===== src/rtl/game_pkg.sv =====
// Shared definitions for the button front end: debounce FSM states and
// the default debounce window (10 ms at 50 MHz).
package game_pkg;

   typedef enum logic [1:0] {
      IDLE,
      PRESS_WAIT,
      PRESSED,
      RELEASE_WAIT
   } db_state_t;

   localparam int DEBOUNCE_CYCLES_DEFAULT = 500000;

endpackage


===== src/rtl/btn_debounce_ch.sv =====
// One debounce channel: 2-flop synchronizer, four-state accept FSM with a
// stability counter, and registered level / press / release outputs.
module btn_debounce_ch
   import game_pkg::*;
#(
   parameter int DEBOUNCE_CYCLES = DEBOUNCE_CYCLES_DEFAULT
) (
   input  logic clk,
   input  logic rst,
   input  logic raw,
   output logic level,
   output logic press,
   output logic rel
);

   localparam int CNT_W = $clog2(DEBOUNCE_CYCLES);
   localparam logic [CNT_W-1:0] LAST = CNT_W'(DEBOUNCE_CYCLES - 1);

   logic             sync1, s;
   db_state_t        state, next_state;
   logic [CNT_W-1:0] cnt, cnt_next;

   always_ff @(posedge clk or posedge rst) begin
      if (rst) begin
         sync1 <= 1'b0;
         s     <= 1'b0;
         state <= IDLE;
         cnt   <= '0;
         level <= 1'b0;
         press <= 1'b0;
         rel   <= 1'b0;
      end else begin
         sync1 <= raw;
         s     <= sync1;
         state <= next_state;
         cnt   <= cnt_next;
         // Outputs follow the next state so they rise with the accepting edge.
         level <= (next_state == PRESSED) || (next_state == RELEASE_WAIT);
         press <= (state == PRESS_WAIT) && (next_state == PRESSED);
         rel   <= (state == RELEASE_WAIT) && (next_state == IDLE);
      end
   end

   // Counter is compared before incrementing and zeroed on every transition.
   always_comb begin
      next_state = state;
      cnt_next   = cnt;
      case (state)
         IDLE: begin
            if (s) begin
               next_state = PRESS_WAIT;
               cnt_next   = '0;
            end
         end
         PRESS_WAIT: begin
            if (!s) begin
               next_state = IDLE;
               cnt_next   = '0;
            end else if (cnt == LAST) begin
               next_state = PRESSED;
               cnt_next   = '0;
            end else begin
               cnt_next = cnt + 1'b1;
            end
         end
         PRESSED: begin
            if (!s) begin
               next_state = RELEASE_WAIT;
               cnt_next   = '0;
            end
         end
         RELEASE_WAIT: begin
            if (s) begin
               next_state = PRESSED;
               cnt_next   = '0;
            end else if (cnt == LAST) begin
               next_state = IDLE;
               cnt_next   = '0;
            end else begin
               cnt_next = cnt + 1'b1;
            end
         end
         default: begin
            next_state = IDLE;
            cnt_next   = '0;
         end
      endcase
   end

endmodule


===== src/rtl/btn_debounce.sv =====
// Multi-channel push-button debouncer; each channel is independent and
// any_press is a plain OR of the registered press pulses.
module btn_debounce
   import game_pkg::*;
#(
   parameter int NUM_BTN         = 5,
   parameter int DEBOUNCE_CYCLES = DEBOUNCE_CYCLES_DEFAULT
) (
   input  logic               clk,
   input  logic               rst,
   input  logic [NUM_BTN-1:0] btn_raw,
   output logic [NUM_BTN-1:0] btn_level,
   output logic [NUM_BTN-1:0] btn_press,
   output logic [NUM_BTN-1:0] btn_release,
   output logic               any_press
);

   for (genvar i = 0; i < NUM_BTN; i++) begin : g_ch
      btn_debounce_ch #(
         .DEBOUNCE_CYCLES(DEBOUNCE_CYCLES)
      ) u_ch (
         .clk  (clk),
         .rst  (rst),
         .raw  (btn_raw[i]),
         .level(btn_level[i]),
         .press(btn_press[i]),
         .rel  (btn_release[i])
      );
   end

   assign any_press = |btn_press;

endmodule


===== config.mk =====
export PLATFORM = sky130hd
export DESIGN_NAME = btn_debounce
export DESIGN_NICKNAME = d
export VERILOG_FILES = /design/src/rtl/game_pkg.sv /design/src/rtl/btn_debounce_ch.sv /design/src/rtl/btn_debounce.sv
export SDC_FILE = /design/constraint.sdc
export NUM_CORES = 1
export LEC_CHECK = 0
export CAP_MARGIN = 20
export CORE_ASPECT_RATIO = 0.6
export CORE_MARGIN = 2
export CORE_UTILIZATION = 40
export DETAILED_ROUTE_END_ITERATION = 7
export DONT_BUFFER_PORTS = 1
export GPL_TIMING_DRIVEN = 0
export PLACE_DENSITY = 0.55
export RECOVER_POWER = 100
export SYNTH_ARGS = -nofsm -noshare
export SYNTH_HDL_FRONTEND = slang
export SYNTH_HIERARCHICAL = 1
export SYNTH_SLANG_ARGS = --single-unit

===== constraint.sdc =====
create_clock -name clk -period 2.4 [get_ports clk]
set_clock_uncertainty 0.2 [all_clocks]
set_input_delay 0.24 -clock clk [delete_from_list [all_inputs] [get_ports clk]]
set_output_delay 0.24 -clock clk [all_outputs]
set_load 0.05 [all_outputs]

==> flow_summary.toml <==
[run_status]
run_status = "finished with violations"
violations_in_the_final_reports = "negative setup slack"

[sta]
setup-tns-final_ns = -1.33
timing.fmax_mhz = 399
slew_headroom_pct = 16.1
grt_setup_unrepaired = "yes"
final_period_minus_worst_setup_slack_ns = 2.51
period_share_pct = 105
finalSetupViolations = 22
slew_viol_final = 0
layout_setup_ws_ns = -0.109
finalHoldViolations = 0
worstMarginPinSlew_ns = 1.26
whs_ns = 0.103

[floorplanning]
die-area_mm2 = 0.0184
die_x_um = 174
floorplan.core_area_mm2 = 0.0170
placement_rows = 37
die_h_um = 106
start_util_pct = 40.7
top_level_ports = 23

[setup_path]
kind_of_end_point_of_the_critical_path = "flip-flop"
critical_path_peak_fanout = 5
setup.reg_to_reg.worst_slack_ns = -0.11
worstSetupStartpointType = "flip-flop"
setup.worst_path.class = "reg -> reg"
worst-r2r-cell-count = 4
worst_ep_required_time_ns = 2.49
worstPathArrival_ns = 2.60

[route]
drc = 0
drt_iter0_drc = 369
wl_mm = 16.8
vias_per_cell = 5.65
detail_route.wl_per_cell_um = 16.6
route.vias.total = 5695
drt_pass1_iterations = 4
antenna_left = 0

[logic_synthesis]
synth_top_area_share_pct = 47.0
post_synthesis_cell_area_mm2 = 0.00693
postSynth.asyncResetShare_pct = 100
yosys.cell_count.top_type = "sky130_fd_sc_hd__dfrtp_1"
yosysUniqueCellTypes = 53
ys_dominant_reg_cell = "sky130_fd_sc_hd__dfrtp_1"
synth_edf_count = 0
synth_top_cell_by_area = "sky130_fd_sc_hd__dfrtp_1"
synthTopCellsByArea = "sky130_fd_sc_hd__dfrtp_1 47%, sky130_fd_sc_hd__o21ai_0 4.2%, sky130_fd_sc_hd__nand2_1 3.8%"
synth_common_cells = "130 x sky130_fd_sc_hd__dfrtp_1, 70 x sky130_fd_sc_hd__nand2_1, 58 x sky130_fd_sc_hd__o21ai_0, 48 x sky130_fd_sc_hd__nand3_1, 28 x sky130_fd_sc_hd__a22oi_1"
ys_seq_area_share_pct = 47.0
synth_fp_nets = 712
number_of_flip_flops_and_latches_in_the_synthesized_netlist = 130
syn_inst = 700
yosys_warnings = 6
synth_area_per_cell_um2 = 9.89

[placement]
place.gp.congestion = 0.849
detailed_place_hpwl_mm = 11.3
io_buffers = 0
place_worst_setup_slack_ns = -0.665

[power]
sw_frac_of_total_pct = 22.7
combinationalPowerShare_pct = 4.6
leakage_nw = 3.46
power_switching_mw = 1.17
power.clock.fraction_pct = 51.9
cellInternalPower_mw = 4.01
power_per_cell_area_mw_per_mm2 = 625
power.share.sequential_pct = 43.4
max-vdd-ir-drop_mv = 0.641

[global_routing]
global_route.overflow_total = 0
grt_max_degree = 27
first_pass_grt_wire_length_mm = 26.9
grt_usage_pct = 18.2
grt_pass1_vias = 5204
grt_antenna_before_repair = 0

[cts]
cts_root_buf = "sky130_fd_sc_hd__clkbuf_16"
clkSlewWorstSetupHoldPaths_ns = 0.06
cts_tree = "built"
clkSinkCount = 130
worst_skew_pair.late_latency_ns = 0.41
clock_path_buffers = 2
cts-htree-levels = 4
tritoncts.num_buffers = 17

[layout]
area_growth_syn_to_layout_pct = 19.7
drive_gt1_share_pct = 18.9
nFillCells = 1585
design.final.nets = 773
finish.utilization_pct = 48.6
antenna_fix_cells = 0

[worst_hold_path]
hold_path.class = "in -> async"

[flow_run]
drv_cap = 0
## path summary, 6_finish.rpt
path | start | endpoint
max | g_ch[0].u_ch/cnt[11] | g_ch[0].u_ch/state[1]
min | rst | g_ch[2].u_ch/cnt[18]
max reg2reg | g_ch[0].u_ch/cnt[11] | g_ch[0].u_ch/state[1]
min reg2reg | g_ch[2].u_ch/sync1 | g_ch[2].u_ch/s
max in group asynchronous | rst | g_ch[2].u_ch/cnt[8]
min in group clk | g_ch[2].u_ch/sync1 | g_ch[2].u_ch/s
## cell type report
class	count	area, um2	share of cell area, %
multi-input cells	517	3560	43.0
flip-flops and latches	130	3260	39.3
clock buffers	20	467	5.63
repair buffers	45	328	3.96
well taps	234	293	3.53
clock inverters	12	153	1.84
plain buffers	25	133	1.60
inverters	25	93.8	1.13
## placed cells by master, fill, tap and decap left out, drive strengths merged, types with 4 or more instances in the layout
cell type	synthesis	layout
nand2b	13	13
a22oi	28	28
o21a	8	8
mux2	14	14
nor2	23	23
ha	5	5
or4b	4	4
buf	11	35
or3	26	26
o2bb2a	4	4
xor2	19	19
xnor3	4	4
and4	15	15
nor2b	4	4
and2	16	16
and3	15	15
dfrtp	130	130
or4	17	17
nand3	48	48
nor3b	16	16
a211o	4	4
o31ai	14	14
inv	25	27
o2111a	4	4
dlygate4sd3	0	6
o2111ai	9	9
o21ai	58	58
a21oi	15	15
clkbuf	17	49
nand4	18	18
nor3	12	12
a41oi	4	4
o22ai	5	5
clkinvlp	0	4
nand2	70	70
xnor2	4	4
o211ai	14	14
## kinds of logic after synthesis
| family | Yosys count | share of synthesized area [%] |
|---|---|---|
| buffers and inverters | 53 | 3.52 |
| muxes | 14 | 2.71 |
| AOI/OAI and AO/OA | 171 | 16.7 |
| and+or+nand+nor | 300 | 24.8 |
| DFF | 130 | 47.0 |
| xor gates and xnor gates | 27 | 4.32 |
| adders and majority gates | 5 | 0.903 |
## worst max-delay path, stage by stage, from the launching register on
cell                      delay, ns
sky130_fd_sc_hd__dfrtp_1       0.39
sky130_fd_sc_hd__or4b_1        0.51
sky130_fd_sc_hd__or4_4         0.57
sky130_fd_sc_hd__or3_4         0.40
sky130_fd_sc_hd__mux2_4        0.31
## flip-flops by register name, indices dropped and copies added, names as in the netlist
signal           flops
g_ch.u_ch/cnt       95
g_ch.u_ch/state     10
g_ch.u_ch/level      5
g_ch.u_ch/press      5
g_ch.u_ch/rel        5
g_ch.u_ch/s          5
g_ch.u_ch/sync1      5
## power groups by stage
stage / combinational, mW / clock (mW) / sequential, mW
after global routing: 0.268 / 2.87 / 2.25
after CTS: 0.221 / 2.76 / 2.25
after detailed placement: 0.203 / 0 / 2.29
after floorplan: 0.146 / 0 / 2.28
final: 0.240 / 2.69 / 2.25
after global placement: 0.200 / 0 / 2.29
## metal layers
| layer | routed length, um | GRT usage [%] | vias up |
|---|---|---|---|
| met5 | 0 | 0 | - |
| met4 | 253 | 4.62 | 0 |
| met3 | 690 | 3.51 | 16 |
| met2 | 6910 | 25.2 | 117 |
| met1 | 8900 | 28.7 | 2818 |
| li1 | - | - | 2744 |
## per-stage QoR
stage | area (um2) | total power [mW] | cells
4_1_cts | 8070 | 5.23 | 986
3_5_place_dp | 7220 | 2.49 | 934
6_report | 8290 | 5.18 | 1008
3_3_place_gp | 7220 | 2.49 | 934
5_1_grt | 8290 | 5.40 | 1008
2_1_floorplan | 6930 | 2.43 | 700
## what timing repair did
action                                  CTS  global route
hold buffers                              6             0
buffers inserted                         17            15
gates cloned                              0             2
gates resized for setup                  24            56
endpoints found under the hold margin   135             0
endpoints found under the setup margin   80            71
pin swaps                                 7            16
(Power assumes the default switching activity.)
